**config.mk**
```make
export PLATFORM = sky130hd
export DESIGN_NAME = noise_sound_mc
export DESIGN_NICKNAME = d
export VERILOG_FILES = /design/src/rtl/noise_sound_pkg.sv /design/src/rtl/noise_lfsr.sv /design/src/rtl/noise_sound_mc.sv
export SDC_FILE = /design/constraint.sdc
export NUM_CORES = 1
export LEC_CHECK = 0
export ABC_AREA = 1
export CORE_MARGIN = 1
export CORE_UTILIZATION = 50
export CTS_CLUSTER_SIZE = 25
export DETAILED_ROUTE_END_ITERATION = 16
export HOLD_SLACK_MARGIN = 0.03
export PLACE_DENSITY = 0.71
export SLEW_MARGIN = 15
export SYNTH_ARGS = -nofsm -noshare
export SYNTH_HDL_FRONTEND = slang
export SYNTH_SLANG_ARGS = --single-unit
```
**constraint.sdc**
```tcl
create_clock -name clk -period 15.9 [get_ports clk]
set_clock_uncertainty 0.1 [all_clocks]
set_input_delay 3.18 -clock clk [delete_from_list [all_inputs] [get_ports clk]]
set_output_delay 3.18 -clock clk [all_outputs]
set_load 0.02 [all_outputs]
```
**src/rtl/noise_sound_pkg.sv**
```systemverilog
// rtl/noise_sound_pkg.sv - shared types, LFSR constants and saturation helper for the noise voices
package noise_sound_pkg;

    typedef enum logic {
        IDLE  = 1'b0,
        DECAY = 1'b1
    } env_state_t;

    localparam logic [16:0] LFSR_SEED  = 17'h1;
    localparam int          LFSR_TAP_A = 16;
    localparam int          LFSR_TAP_B = 13;

    // Unsigned clamp of an accumulator to the largest w-bit value.
    function automatic logic [31:0] sat_u(input logic [31:0] acc, input int w);
        logic [31:0] lim;
        lim = (32'd1 << w) - 32'd1;
        return (acc > lim) ? lim : acc;
    endfunction

endpackage

```
**src/rtl/noise_lfsr.sv**
```systemverilog
// rtl/noise_lfsr.sv - 17-bit Fibonacci LFSR noise source, shift gated by clk_en
module noise_lfsr
    import noise_sound_pkg::*;
(
    input  logic clk,
    input  logic reset_n,
    input  logic clk_en,
    output logic noise
);

    logic [16:0] q;

    // The all-zero lock-up state is escaped by reseeding instead of shifting.
    always_ff @(posedge clk or negedge reset_n) begin
        if (!reset_n) begin
            q <= LFSR_SEED;
        end else if (clk_en) begin
            if (q == '0) begin
                q <= LFSR_SEED;
            end else begin
                q <= {q[15:0], q[LFSR_TAP_A] ^ q[LFSR_TAP_B]};
            end
        end
    end

    assign noise = q[0];

endmodule

```
**src/rtl/noise_sound_mc.sv**
```systemverilog
// rtl/noise_sound_mc.sv - multi-channel noise voice: envelopes, time-shared IIR filter and saturating mixer
module noise_sound_mc
    import noise_sound_pkg::*;
#(
    parameter int NUM_CH          = 2,
    parameter int OUT_W           = 16,
    parameter int ENV_W           = 16,
    parameter int FILTER_STRENGTH = 7,
    parameter int DECAY_STEP      = 64
) (
    input  logic              clk,
    input  logic              reset_n,
    input  logic              clk_3MHz_en,
    input  logic              clk_en,
    input  logic [NUM_CH-1:0] trig,
    input  logic [NUM_CH-1:0] loud_soft,
    output logic [NUM_CH-1:0] busy,
    output logic [OUT_W-1:0]  out
);

    localparam int CH_W  = (NUM_CH > 1) ? $clog2(NUM_CH) : 1;
    localparam int ACC_W = OUT_W + $clog2(NUM_CH) + 1;
    localparam int PRD_W = OUT_W + ENV_W;

    localparam logic [CH_W-1:0]  LAST_CH   = CH_W'(NUM_CH - 1);
    localparam logic [OUT_W-1:0] X_HI      = OUT_W'(1) << (OUT_W - 4);
    localparam logic [ENV_W-1:0] PEAK_LOUD = '1;
    localparam logic [ENV_W-1:0] PEAK_SOFT = {1'b0, {(ENV_W-1){1'b1}}};
    localparam logic [ENV_W-1:0] STEP      = ENV_W'(DECAY_STEP);

    logic noise;

    noise_lfsr u_lfsr (
        .clk     (clk),
        .reset_n (reset_n),
        .clk_en  (clk_en),
        .noise   (noise)
    );

    env_state_t       st     [NUM_CH];
    env_state_t       st_nx  [NUM_CH];
    logic [ENV_W-1:0] amp    [NUM_CH];
    logic [ENV_W-1:0] amp_nx [NUM_CH];

    always_ff @(posedge clk or negedge reset_n) begin
        if (!reset_n) begin
            for (int c = 0; c < NUM_CH; c++) begin
                st[c]  <= IDLE;
                amp[c] <= '0;
            end
        end else begin
            for (int c = 0; c < NUM_CH; c++) begin
                st[c]  <= st_nx[c];
                amp[c] <= amp_nx[c];
            end
        end
    end

    // A held trigger pins the envelope at its peak on every tick.
    always_comb begin
        busy = '0;
        for (int c = 0; c < NUM_CH; c++) begin
            st_nx[c]  = st[c];
            amp_nx[c] = amp[c];
            if (clk_3MHz_en) begin
                if (trig[c]) begin
                    amp_nx[c] = loud_soft[c] ? PEAK_LOUD : PEAK_SOFT;
                    st_nx[c]  = DECAY;
                end else if (st[c] == DECAY) begin
                    if (amp[c] <= STEP) begin
                        amp_nx[c] = '0;
                        st_nx[c]  = IDLE;
                    end else begin
                        amp_nx[c] = amp[c] - STEP;
                    end
                end
            end
            busy[c] = (st[c] == DECAY);
        end
    end

    logic              pending;
    logic              issue_on;
    logic [CH_W-1:0]   issue_ch;
    logic              sweep_noise;
    logic              start;
    logic              s1_go;
    logic [CH_W-1:0]   s1_ch;
    logic              s1_noise;
    logic [OUT_W-1:0]  y_rd;

    logic              p1_valid;
    logic [CH_W-1:0]   p1_ch;
    logic [OUT_W-1:0]  p1_x;
    logic [OUT_W-1:0]  p1_y;
    logic [ENV_W-1:0]  p1_amp;

    logic              p2_valid;
    logic              p2_first;
    logic              p2_last;
    logic [OUT_W-1:0]  p2_y;
    logic [ENV_W-1:0]  p2_amp;

    logic              p3_last;
    logic [ACC_W-1:0]  acc;

    logic [OUT_W-1:0]  y_mem [NUM_CH];

    logic signed [OUT_W:0] diff;
    logic signed [OUT_W:0] y_sum;
    logic [OUT_W-1:0]      y_new;
    logic [PRD_W-1:0]      prod_full;
    logic [OUT_W-1:0]      prod;

    // A new sweep may begin as soon as the previous one has issued its last channel.
    assign start    = pending && !issue_on;
    assign s1_go    = start || issue_on;
    assign s1_ch    = start ? '0 : issue_ch;
    assign s1_noise = start ? noise : sweep_noise;

    // Forward the value S2 is writing this cycle so back-to-back sweeps never read a stale state.
    assign y_rd = (p1_valid && (p1_ch == s1_ch)) ? y_new : y_mem[s1_ch];

    always_comb begin
        diff  = $signed({1'b0, p1_x}) - $signed({1'b0, p1_y});
        y_sum = $signed({1'b0, p1_y}) + (diff >>> FILTER_STRENGTH);
        if (y_sum < 0) begin
            y_new = '0;
        end else if (y_sum > $signed({1'b0, X_HI})) begin
            y_new = X_HI;
        end else begin
            y_new = y_sum[OUT_W-1:0];
        end
    end

    assign prod_full = PRD_W'(p2_y) * PRD_W'(p2_amp);
    assign prod      = OUT_W'(prod_full >> ENV_W);

    always_ff @(posedge clk or negedge reset_n) begin
        if (!reset_n) begin
            pending     <= 1'b0;
            issue_on    <= 1'b0;
            issue_ch    <= '0;
            sweep_noise <= 1'b0;
            p1_valid    <= 1'b0;
            p1_ch       <= '0;
            p1_x        <= '0;
            p1_y        <= '0;
            p1_amp      <= '0;
            p2_valid    <= 1'b0;
            p2_first    <= 1'b0;
            p2_last     <= 1'b0;
            p2_y        <= '0;
            p2_amp      <= '0;
            p3_last     <= 1'b0;
            acc         <= '0;
            out         <= '0;
            for (int c = 0; c < NUM_CH; c++) begin
                y_mem[c] <= '0;
            end
        end else begin
            pending <= clk_3MHz_en || (pending && !start);

            if (start) begin
                issue_on    <= (NUM_CH > 1);
                issue_ch    <= CH_W'(1);
                sweep_noise <= noise;
            end else if (issue_on) begin
                if (issue_ch == LAST_CH) begin
                    issue_on <= 1'b0;
                end else begin
                    issue_ch <= issue_ch + CH_W'(1);
                end
            end

            // S1: latch drive, state and envelope for one channel.
            p1_valid <= s1_go;
            p1_ch    <= s1_ch;
            p1_x     <= s1_noise ? X_HI : '0;
            p1_y     <= y_rd;
            p1_amp   <= amp[s1_ch];

            // S2: filter update and write-back.
            if (p1_valid) begin
                y_mem[p1_ch] <= y_new;
            end
            p2_valid <= p1_valid;
            p2_first <= (p1_ch == '0);
            p2_last  <= (p1_ch == LAST_CH);
            p2_y     <= y_new;
            p2_amp   <= p1_amp;

            // S3: scale by the envelope and mix.
            if (p2_valid) begin
                acc <= (p2_first ? '0 : acc) + ACC_W'(prod);
            end
            p3_last <= p2_valid && p2_last;

            if (p3_last) begin
                out <= OUT_W'(sat_u(32'(acc), OUT_W));
            end
        end
    end

endmodule

```
==> impl_metrics.tcl <==
set metrics [dict create \
    grt_pass1_vias 14000 \
    first_pass_iters 5 \
    route.detailed.drc 0 \
    synthDistinctLibCells 47 \
    reg2reg_from "p2_amp[5]" \
    wl_per_cell_um 14.5 \
    grt_first_pass_wirelength_um 66700 \
    ys_ff_latch 171 \
    antenna_found_initial 1 \
    worst-path-max-fanout 16 \
    core-area_um2 33800 \
    place_area_um2 17800 \
    routed_wirelength_um 38100 \
    ys_warn_count 0 \
    row_count 67 \
    ys.flop_type "dfrtp_1" \
    max_stage_delay_ps 700 \
    start_kind "flip-flop" \
    r2r_setup_slack_ps 8200 \
    final_common_cell "nand2_1" \
    gp_congestion 0.968 \
    worst_path_max_delay_cell "dfrtp_1" \
    diodes 0 \
    critPathTopFamily "adder cells" \
    io_buffer_count 25 \
    setup_tns_ps 0 \
    cts_setup_buffers 0 \
    die_area_um2 35300 \
    max_clock_freq_ghz 0.130 \
    cp_num_buf_inv 4 \
    grt_use_total_pct 23.4 \
    cts_buffers 17 \
    period_share_pct 48.4 \
    place_hpwl_um 31000 \
    htreeDepth 4 \
    cts.sinks 171 \
    rsz0062_at_grt "no" \
    min_period_ps 7700 \
    worstHoldPathType "reg -> reg" \
    drv_cap 0 \
    multi_input_comb_area_um2 10800 \
    viasPerCell 5.15 \
    cts_tree "yes" \
    syn_inst 2199 \
    setup_violations 0 \
    async_flop_share_pct 100 \
    fin_area_um2 18400 \
    grt.overflow.total 0 \
    worstPathRequired_ps 16130 \
    r2r_cells 26 \
    ctsResizeCount 0 \
    root_buffer "clkbuf_16" \
    crit_path_start "p2_amp[5]" \
    drt_iter0_markers 910 \
    crit_path_end "acc[14]" \
    n_fill_cell 3154 \
    clk_pin_slew_ps 80 \
    fp.dieW_um 188 \
    seqCellArea_um2 4280 \
    grt_start_max_net_pins 89 \
    utilization_pct 54.5 \
    synthToLayoutAreaGrowth_pct 6.57 \
    holdBufCountCts 0 \
    num_io_pins 26 \
    ant_nets 0 \
    start_util_pct 51.2 \
    vias 13600 \
    seq_area_frac_synth_pct 24.8 \
    crit_top_cell "fa_1" \
    crit_cells 26 \
    crit_type "reg -> reg" \
    final_cell_mix "nand2_1 (570), inv_1 (488), fa_1 (195)" \
    drive_gt1_share_pct 3.70 \
    nets 2516 \
    tightest_slew_ps 1110 \
    cp.arrival_ps 7930 \
    clock_latency_ps 440 \
    synth_edf_count 0 \
    status "finished clean" \
    hold_viol 0 \
    postSynthAreaPerCell_um2 7.86 \
    worstSetupEndpointType "flip-flop" \
    relSlewSlack_pct 25.6 \
    clk_path_buf_depth 2 \
    r2r-end "acc[14]" \
    syn_area_um2 17300 \
    die_h_um 188 \
    finalMaxSlewViolations 0 \
]
routing by layer:
layer / GRT usage [%] / up-vias / wire length (um)
met4: 6.32 / 2 / 596
met5: 0 / - / 13
met3: 2.90 / 46 / 1760
met1: 31.9 / 6553 / 17400
li1: - / 6656 / -
met2: 39.2 / 311 / 18300
cell families (layout without fill, tap and decap cells):
kind of cell | Yosys count | after routing | share of synthesized area, %
AOI/OAI and AO/OA | 223 | 223 | 7.47
and+or+nand+nor | 867 | 867 | 20.8
xor gates and xnor gates | 34 | 34 | 1.72
adders and majority gates | 332 | 332 | 32.5
muxes | 2 | 2 | 0.130
DFF | 171 | 171 | 24.8
other | 1 | 3 | 0.0217
buffers and inverters | 569 | 557 | 12.6
cells in the mapped netlist, types with 2 or more instances:
cell type	number	area (um^2)
nand2_1	570	2140
a31oi_1	26	163
nor2_2	10	62.6
clkbuf_1	61	229
or2_2	4	25.0
nand3b_1	3	22.5
inv_1	488	1830
buf_2	4	20.0
buf_6	4	45.0
nor2_1	136	510
o21bai_1	5	37.5
o31ai_1	2	15.0
o211ai_1	9	67.6
ha_1	137	1710
nand3_1	60	300
inv_2	11	41.3
nand2_2	6	37.5
nor4_1	7	43.8
o221ai_1	3	26.3
a21o_1	10	75.1
xnor2_1	13	114
o21ai_0	76	380
fa_1	195	3900
a21oi_1	68	340
and2_1	2	12.5
nand4_1	50	313
xor2_1	21	184
dfrtp_1	170	4250
nor3_1	12	60.1
mux2_2	2	22.5
a21oi_2	3	26.3
a21boi_0	2	15.0
o21a_1	2	15.0
o22ai_1	2	12.5
nand3_2	2	20.0
nand2_4	2	22.5
a22oi_1	11	82.6
how the worst min path moves through the flow:
stage | from | endpoint | slack (ps) | cells after the start
2_1_floorplan | p1_amp[10] | p2_amp[10] | 230 | 0
3_3_place_gp | p1_amp[15] | p2_amp[15] | 240 | 0
3_5_place_dp | p1_amp[15] | p2_amp[15] | 240 | 0
4_1_cts | p1_amp[14] | p2_amp[14] | 260 | 0
5_1_grt | p1_amp[14] | p2_amp[14] | 260 | 0
6_report | p1_amp[14] | p2_amp[14] | 260 | 0
through the flow:
step	setup WS [ps]	hold slack [ps]	instances
after global routing	7670	263	2637
final	8200	257	2637
after global placement	8370	240	2605
after detailed placement	8290	243	2605
after floorplan	8920	231	2201
after CTS	8260	258	2637
worst reg2reg max path, delay by kind of cell, from the launching register on:
| kind | cells | cell delay [ps] |
|---|---|---|
| adders and majority gates | 8 | 3920 |
| AOI/OAI and AO/OA | 7 | 1410 |
| and+or+nand+nor | 6 | 1070 |
| DFF | 1 | 700 |
| buffers and inverters | 4 | 210 |
| xor gates and xnor gates | 1 | 160 |
state kept, by name, indices dropped and copies added (netlist names), 2 cells and up:
signal and cells:
y_mem 32, p2_amp 11, out 16, p1_amp 11, p2_y 16, acc 18, busy 2, u_lfsr.q 17
p1_y 16, amp 22
final cells by class:
type	instances	share of cell area (%)
flip-flops and latches	171	23.2
well taps	448	3.04
multi-input cells	1461	58.9
inverters	499	10.2
repair buffers	26	1.43
clock inverters	15	0.904
clock buffers	17	2.31
Power is not shown: default switching activity piles up to over one toggle a cycle in this logic, so the estimate is an artifact.
